[src/rtl/aurora_event_counter_bank_if.sv]
// Host-side bundle for the event counter bank: event inputs, control pulses,
// the indexed shadow read port and the status outputs.
interface aurora_event_counter_bank_if #(
    parameter int unsigned NUM_EVENTS = 16,
    parameter int unsigned CNT_WIDTH  = 32,
    parameter int unsigned SEL_WIDTH  = 6
);
    logic [NUM_EVENTS-1:0] events;
    logic                  clear;
    logic                  snapshot;
    logic [SEL_WIDTH-1:0]  rd_sel;
    logic [CNT_WIDTH-1:0]  rd_data;
    logic [NUM_EVENTS-1:0] ovf_flags;
    logic [NUM_EVENTS-1:0] active_now;
    logic                  any_active;

    modport master (
        output events, clear, snapshot, rd_sel,
        input  rd_data, ovf_flags, active_now, any_active
    );

    modport slave (
        input  events, clear, snapshot, rd_sel,
        output rd_data, ovf_flags, active_now, any_active
    );
endinterface

[src/rtl/aurora_event_counter_bank.sv]
// Bank of per-channel event counters with polarity/edge selection, sticky
// overflow flags, atomic snapshot into shadows and a registered read port.
module aurora_event_counter_bank #(
    parameter int unsigned           NUM_EVENTS      = 16,
    parameter int unsigned           CNT_WIDTH       = 32,
    parameter logic [NUM_EVENTS-1:0] ACTIVE_LOW_MASK = '0,
    parameter logic [NUM_EVENTS-1:0] EDGE_MASK       = '0,
    parameter bit                    SATURATE        = 1'b1,
    parameter int unsigned           SEL_WIDTH       = 6
) (
    input  logic                        clk,
    input  logic                        rst,
    aurora_event_counter_bank_if.slave  bus
);
    localparam logic [CNT_WIDTH-1:0] CNT_MAX = '1;

    logic [NUM_EVENTS-1:0] active_q;
    logic [NUM_EVENTS-1:0] active_prev;
    logic [NUM_EVENTS-1:0] inc;
    logic [NUM_EVENTS-1:0] ovf_q;
    logic                  any_q;
    logic [CNT_WIDTH-1:0]  live   [NUM_EVENTS];
    logic [CNT_WIDTH-1:0]  shadow [NUM_EVENTS];
    logic [SEL_WIDTH-1:0]  rd_sel_q;
    logic [CNT_WIDTH-1:0]  rd_mux;
    logic [CNT_WIDTH-1:0]  rd_data_q;

    // Edge channels mask out cycles where the condition was already active.
    assign inc = active_q & ~(active_prev & EDGE_MASK);

    always_ff @(posedge clk) begin
        if (rst) begin
            active_q    <= '0;
            active_prev <= '0;
            any_q       <= 1'b0;
        end else begin
            active_q    <= bus.events ^ ACTIVE_LOW_MASK;
            active_prev <= active_q;
            any_q       <= |(bus.events ^ ACTIVE_LOW_MASK);
        end
    end

    always_ff @(posedge clk) begin
        if (rst) begin
            for (int i = 0; i < NUM_EVENTS; i++) begin
                live[i]   <= '0;
                shadow[i] <= '0;
            end
            ovf_q <= '0;
        end else begin
            for (int i = 0; i < NUM_EVENTS; i++) begin
                // Shadows take the value from before this edge's update.
                if (bus.snapshot) begin
                    shadow[i] <= live[i];
                end
                if (bus.clear) begin
                    live[i]  <= '0;
                    ovf_q[i] <= 1'b0;
                end else if (inc[i]) begin
                    if (live[i] == CNT_MAX) begin
                        ovf_q[i] <= 1'b1;
                        if (!SATURATE) begin
                            live[i] <= '0;
                        end
                    end else begin
                        live[i] <= live[i] + CNT_WIDTH'(1);
                    end
                end
            end
        end
    end

    // Indices without a matching channel fall through to zero.
    always_comb begin
        rd_mux = '0;
        for (int i = 0; i < NUM_EVENTS; i++) begin
            if (rd_sel_q == SEL_WIDTH'(i)) begin
                rd_mux = shadow[i];
            end
        end
    end

    always_ff @(posedge clk) begin
        if (rst) begin
            rd_sel_q  <= '0;
            rd_data_q <= '0;
        end else begin
            rd_sel_q  <= bus.rd_sel;
            rd_data_q <= rd_mux;
        end
    end

    assign bus.rd_data    = rd_data_q;
    assign bus.ovf_flags  = ovf_q;
    assign bus.active_now = active_q;
    assign bus.any_active = any_q;
endmodule

[src/flat_wrapper.sv]
// flat-port wrapper written by rule: the top's interface ports become plain ports
module aurora_event_counter_bank_flat 
#(
    parameter int unsigned           NUM_EVENTS      = 16,
    parameter int unsigned           CNT_WIDTH       = 32,
    parameter logic [NUM_EVENTS-1:0] ACTIVE_LOW_MASK = '0,
    parameter logic [NUM_EVENTS-1:0] EDGE_MASK       = '0,
    parameter bit                    SATURATE        = 1'b1,
    parameter int unsigned           SEL_WIDTH       = 6
)
  (clk, rst, bus_events, bus_clear, bus_snapshot, bus_rd_sel, bus_rd_data, bus_ovf_flags, bus_active_now, bus_any_active);
  aurora_event_counter_bank_if #(.NUM_EVENTS(NUM_EVENTS), .CNT_WIDTH(CNT_WIDTH), .SEL_WIDTH(SEL_WIDTH)) bus_i ();
  input  logic clk;
  input  logic rst;
  input wire logic [$bits(bus_i.events)-1:0] bus_events;
  input wire logic [$bits(bus_i.clear)-1:0] bus_clear;
  input wire logic [$bits(bus_i.snapshot)-1:0] bus_snapshot;
  input wire logic [$bits(bus_i.rd_sel)-1:0] bus_rd_sel;
  output wire logic [$bits(bus_i.rd_data)-1:0] bus_rd_data;
  output wire logic [$bits(bus_i.ovf_flags)-1:0] bus_ovf_flags;
  output wire logic [$bits(bus_i.active_now)-1:0] bus_active_now;
  output wire logic [$bits(bus_i.any_active)-1:0] bus_any_active;
  assign bus_i.events = bus_events;
  assign bus_i.clear = bus_clear;
  assign bus_i.snapshot = bus_snapshot;
  assign bus_i.rd_sel = bus_rd_sel;
  assign bus_rd_data = bus_i.rd_data;
  assign bus_ovf_flags = bus_i.ovf_flags;
  assign bus_active_now = bus_i.active_now;
  assign bus_any_active = bus_i.any_active;
  aurora_event_counter_bank #(.NUM_EVENTS(NUM_EVENTS), .CNT_WIDTH(CNT_WIDTH), .ACTIVE_LOW_MASK(ACTIVE_LOW_MASK), .EDGE_MASK(EDGE_MASK), .SATURATE(SATURATE), .SEL_WIDTH(SEL_WIDTH)) u_core (.clk(clk), .rst(rst), .bus(bus_i));
endmodule
[config.mk]
export PLATFORM = sky130hd
export DESIGN_NAME = aurora_event_counter_bank_flat
export DESIGN_NICKNAME = d
export VERILOG_FILES = /design/src/rtl/aurora_event_counter_bank_if.sv /design/src/rtl/aurora_event_counter_bank.sv /design/src/flat_wrapper.sv
export SDC_FILE = /design/constraint.sdc
export NUM_CORES = 2
export LEC_CHECK = 0
export ABC_CLOCK_PERIOD_IN_PS = 8200
export BUFFER_PORTS_ARGS = -buffer_cell sky130_fd_sc_hd__buf_2
export CAP_MARGIN = 40
export CORE_UTILIZATION = 30
export DETAILED_ROUTE_END_ITERATION = 6
export GPL_TIMING_DRIVEN = 1
export PLACE_DENSITY = 0.46
export SETUP_SLACK_MARGIN = 0.3
export SYNTH_ARGS = -nofsm -noshare
export SYNTH_HDL_FRONTEND = slang
export SYNTH_SLANG_ARGS = --single-unit
[constraint.sdc]
create_clock -name clk -period 8.2 [get_ports clk]
set_input_delay 0 -clock clk [delete_from_list [all_inputs] [get_ports clk]]
set_output_delay 0 -clock clk [all_outputs]
set_load 0.03 [all_outputs]
==> flow_metrics.py <==
metrics = {
    "timing": {
        "maxSlewViolCount": 0,
        "fin_crit_sh": 0.430,
        "holdWs_ns": 0.116,
        "finalSetupViolations": 0,
        "timing.final.ws_setup_ns": 4.67,
        "fmax_ghz": 0.283,
        "tightest_slew_ns": 1.01,
        "rsz0062_at_grt": "false",
        "hold_violations": 0,
        "slew_headroom": 0.329,
        "clock_skew_ns": 0.0349,
        "setup_tns_ns": 0,
        "period_needed_ns": 3.53,
    },
    "die": {
        "die-height_um": 422,
        "die_w_um": 422,
        "start_util": 0.303,
        "rows": 153,
        "core_sq_um": 175000,
        "fp.dieArea_sq_um": 178000,
        "pin_count": 91,
    },
    "synth": {
        "syn_inst": 4517,
        "synth_warnings": 0,
        "ys_top_cells_by_area": "edfxtp_1 58%, xor2_1 5.2%, nor2_1 4.4%",
        "synth_top_area_cell": "edfxtp_1",
        "synth_seq_cells": 1095,
        "syn_area_sq_um": 53000,
        "synth_cell_type_count": 86,
        "synthFlopType": "edfxtp_1",
        "synth_edf_count": 1024,
        "yosys.area.top_type_share": 0.580,
        "syn_area_per_cell_sq_um": 11.7,
        "syn-num-nets": 4559,
        "ys_async_sr_fraction": 0,
        "ys_seq_area_frac": 0.607,
    },
    "power": {
        "power.internal_mw": 10.1,
        "clkPwrFrac": 0.437,
        "irDropWorstVdd_mv": 0.165,
        "power.switching_mw": 3.34,
        "switching_share": 0.249,
        "pwr-share-seq": 0.507,
        "leakage_nw": 21.0,
        "p_per_area_nw_per_um2": 220,
        "pwr-share-comb": 0.056,
    },
    "cts": {
        "clock_sinks": 1095,
        "clk_path_buf_depth": 3,
        "root_buffer": "clkbuf_16",
        "ctsResizeCount": 0,
        "clock_latency_ns": 0.79,
        "cts_tree": "built",
        "clkTransAtPathRegs_ns": 0.06,
        "postCtsSetupBuffers": 0,
        "cts_buffers": 133,
        "cts_htree_levels": 4,
    },
    "placement": {
        "io_buffer_count": 90,
        "hpwlAfterDp_mm": 128,
        "dp_slack_ns": 4.70,
        "dpl_cell_area_sq_um": 56300,
        "place_congestion": 0.950,
    },
    "setup_path": {
        "worstSetupPathType": "reg -> reg",
        "r2r-start": "u_core.rd_sel_q[0]",
        "slowest_stage": "dfxtp_4",
        "end_kind": "flop",
        "critical-path-max-stage-delay_ns": 0.79,
        "reg2reg_slack_ns": 4.67,
        "worstSetupStartpointType": "flop",
        "critical_path_arrival_ns": 4.22,
        "cp.required_ns": 8.89,
        "r2r_end": "u_core.bus.rd_data[4]",
        "crit_chain": "buf_12 > or2_2 > nor2_1 > buf_6 > a221o_1 > a31o_1 > a221oi_2",
        "reg2regPathDepth": 7,
        "crit_fanout": 100,
    },
    "worst_hold_path": {
        "hold_end": "u_core.rd_sel_q[1]",
        "holdCritPathClass": "in -> reg",
        "min_from": "bus_rd_sel[1]",
        "min_path_cells": 3,
    },
    "detailed_routing": {
        "final_antenna_net_count": 0,
        "via_count": 36200,
        "wirelength_mm": 178,
        "drt_first_iter_violations": 3317,
        "drc": 0,
        "dr.pass1.iters": 5,
        "wl_per_cell_um": 25.2,
        "viasPerCell": 5.12,
    },
    "global_route": {
        "overflow": 0,
        "grt_pass1_wl_mm": 255,
        "antenna_found_initial": 7,
        "grt_max_degree": 155,
        "grt.total_usage": 0.196,
        "grt_pass1_vias": 34500,
    },
    "layout": {
        "design_area_sq_um": 61100,
        "nFillCells": 17400,
        "drive_above_1_share": 0.101,
        "layout.nets": 4681,
        "mostFrequentLayoutCell": "edfxtp_1",
        "area_delta_synth_final_pct": 15.3,
        "layout_common_cells": "1024 x edfxtp_1, 621 x nor2_1, 345 x and2_1, 314 x xor2_1, 235 x nand2_1",
    },
    "flow_run": {
        "cap_viol_max_count": 0,
    },
    "run_status": {
        "status": "complete, no violations",
    },
}
==> critical path, delay by kind of cell (launching register included) <==
| family | cells | cell delay (ns) |
|---|---|---|
| buffers and inverters | 2 | 0.73 |
| AO/OA/AOI/OAI | 3 | 0.75 |
| flip-flops | 1 | 0.79 |
| AND/OR/NAND/NOR | 2 | 0.97 |
==> timing repair <==
item	4_1_cts	5_1_grt
endpoints found under the hold margin	115	0
endpoints found under the setup margin	0	0
hold buffers	46	0
==> metal layers <==
metal / vias up / wire length (um) / track usage
li1: 16700 / - / -
met5: - / 8 / 0
met3: 293 / 9530 / 0.0352
met1: 18100 / 77600 / 0.263
met2: 1051 / 81600 / 0.306
met4: 2 / 9130 / 0.0925
==> through the flow <==
stage,instances,power [mW],utilization
2_1_floorplan,4517,7.18,-
3_3_place_gp,6757,7.64,0.320
3_5_place_dp,6782,7.65,0.322
4_1_cts,7068,13.6,0.350
5_1_grt,7072,13.9,0.350
6_report,7073,13.4,0.350
==> synth_stat cells, types with 25 or more instances <==
| cell | instances |
|---|---|
| nor2_1 | 622 |
| o22ai_1 | 26 |
| inv_1 | 54 |
| nand2_1 | 236 |
| buf_2 | 65 |
| a21oi_1 | 78 |
| nand3_1 | 228 |
| o21ai_0 | 99 |
| and2_1 | 345 |
| and3_1 | 79 |
| nor2b_1 | 211 |
| o211ai_1 | 30 |
| edfxtp_1 | 1024 |
| or3_1 | 31 |
| clkbuf_1 | 143 |
| and4_1 | 53 |
| nor4_1 | 40 |
| nand4_1 | 180 |
| dfxtp_1 | 71 |
| nor3_1 | 56 |
| mux2i_1 | 40 |
| xnor2_1 | 129 |
| a22oi_1 | 25 |
| xor2_1 | 314 |
==> sequential cells by signal, indices dropped and copies added, names as in the netlist <==
signal / flops
u_core.live: 512
u_core.shadow: 512
u_core.bus.rd_data: 32
u_core.bus.active_now: 16
u_core.bus.ovf_flags: 16
u_core.rd_sel_q: 6
u_core.bus.any_active: 1
==> area by class of cell <==
class                   instances  area (sq um)  share of cell area
clock inverters                67           684              0.0112
repair buffers                220          1810              0.0296
clock buffers                 173          3620              0.0593
multi-input cells            3134         19700               0.322
diodes                          4          10.0            0.000164
flip-flops and latches       1095         32200               0.527
inverters                      55           206             0.00338
well taps                    2325          2910              0.0476
==> how the worst max path moves through the flow <==
stage | start | to | slack [ns]
floorplan | rst | u_core.shadow[0][0] | 0.90
global placement | u_core.rd_sel_q[1] | u_core.bus.rd_data[25] | 4.38
detailed placement | u_core.rd_sel_q[1] | u_core.bus.rd_data[25] | 4.70
CTS | u_core.rd_sel_q[0] | u_core.bus.rd_data[4] | 4.67
global route | u_core.rd_sel_q[0] | u_core.bus.rd_data[4] | 4.49
finish | u_core.rd_sel_q[0] | u_core.bus.rd_data[4] | 4.67
==> kinds of logic (layout without fill, tap and decap cells) <==
| logic type | count (synthesis) | in the layout | share of synthesized area |
|---|---|---|---|
| DFF | 1095 | 1095 | 0.607 |
| xor gates and xnor gates | 443 | 443 | 0.0732 |
| muxes | 86 | 86 | 0.0224 |
| and+or+nand+nor | 2157 | 2157 | 0.215 |
| AOI/OAI and AO/OA | 432 | 432 | 0.0556 |
| adders and majority gates | 16 | 16 | 0.00378 |
| other | 0 | 4 | 0 |
| buffers and inverters | 288 | 515 | 0.0233 |
==> power groups by stage <==
stage	combinational (mW)	clock (mW)	sequential [mW]
after global placement	0.712	0	6.93
final	0.752	5.87	6.80
after detailed placement	0.736	0	6.91
after global routing	0.806	6.24	6.82
after CTS	0.756	6.03	6.80
after floorplan	0.445	0	6.74
Power figures use the tool's default switching activity.
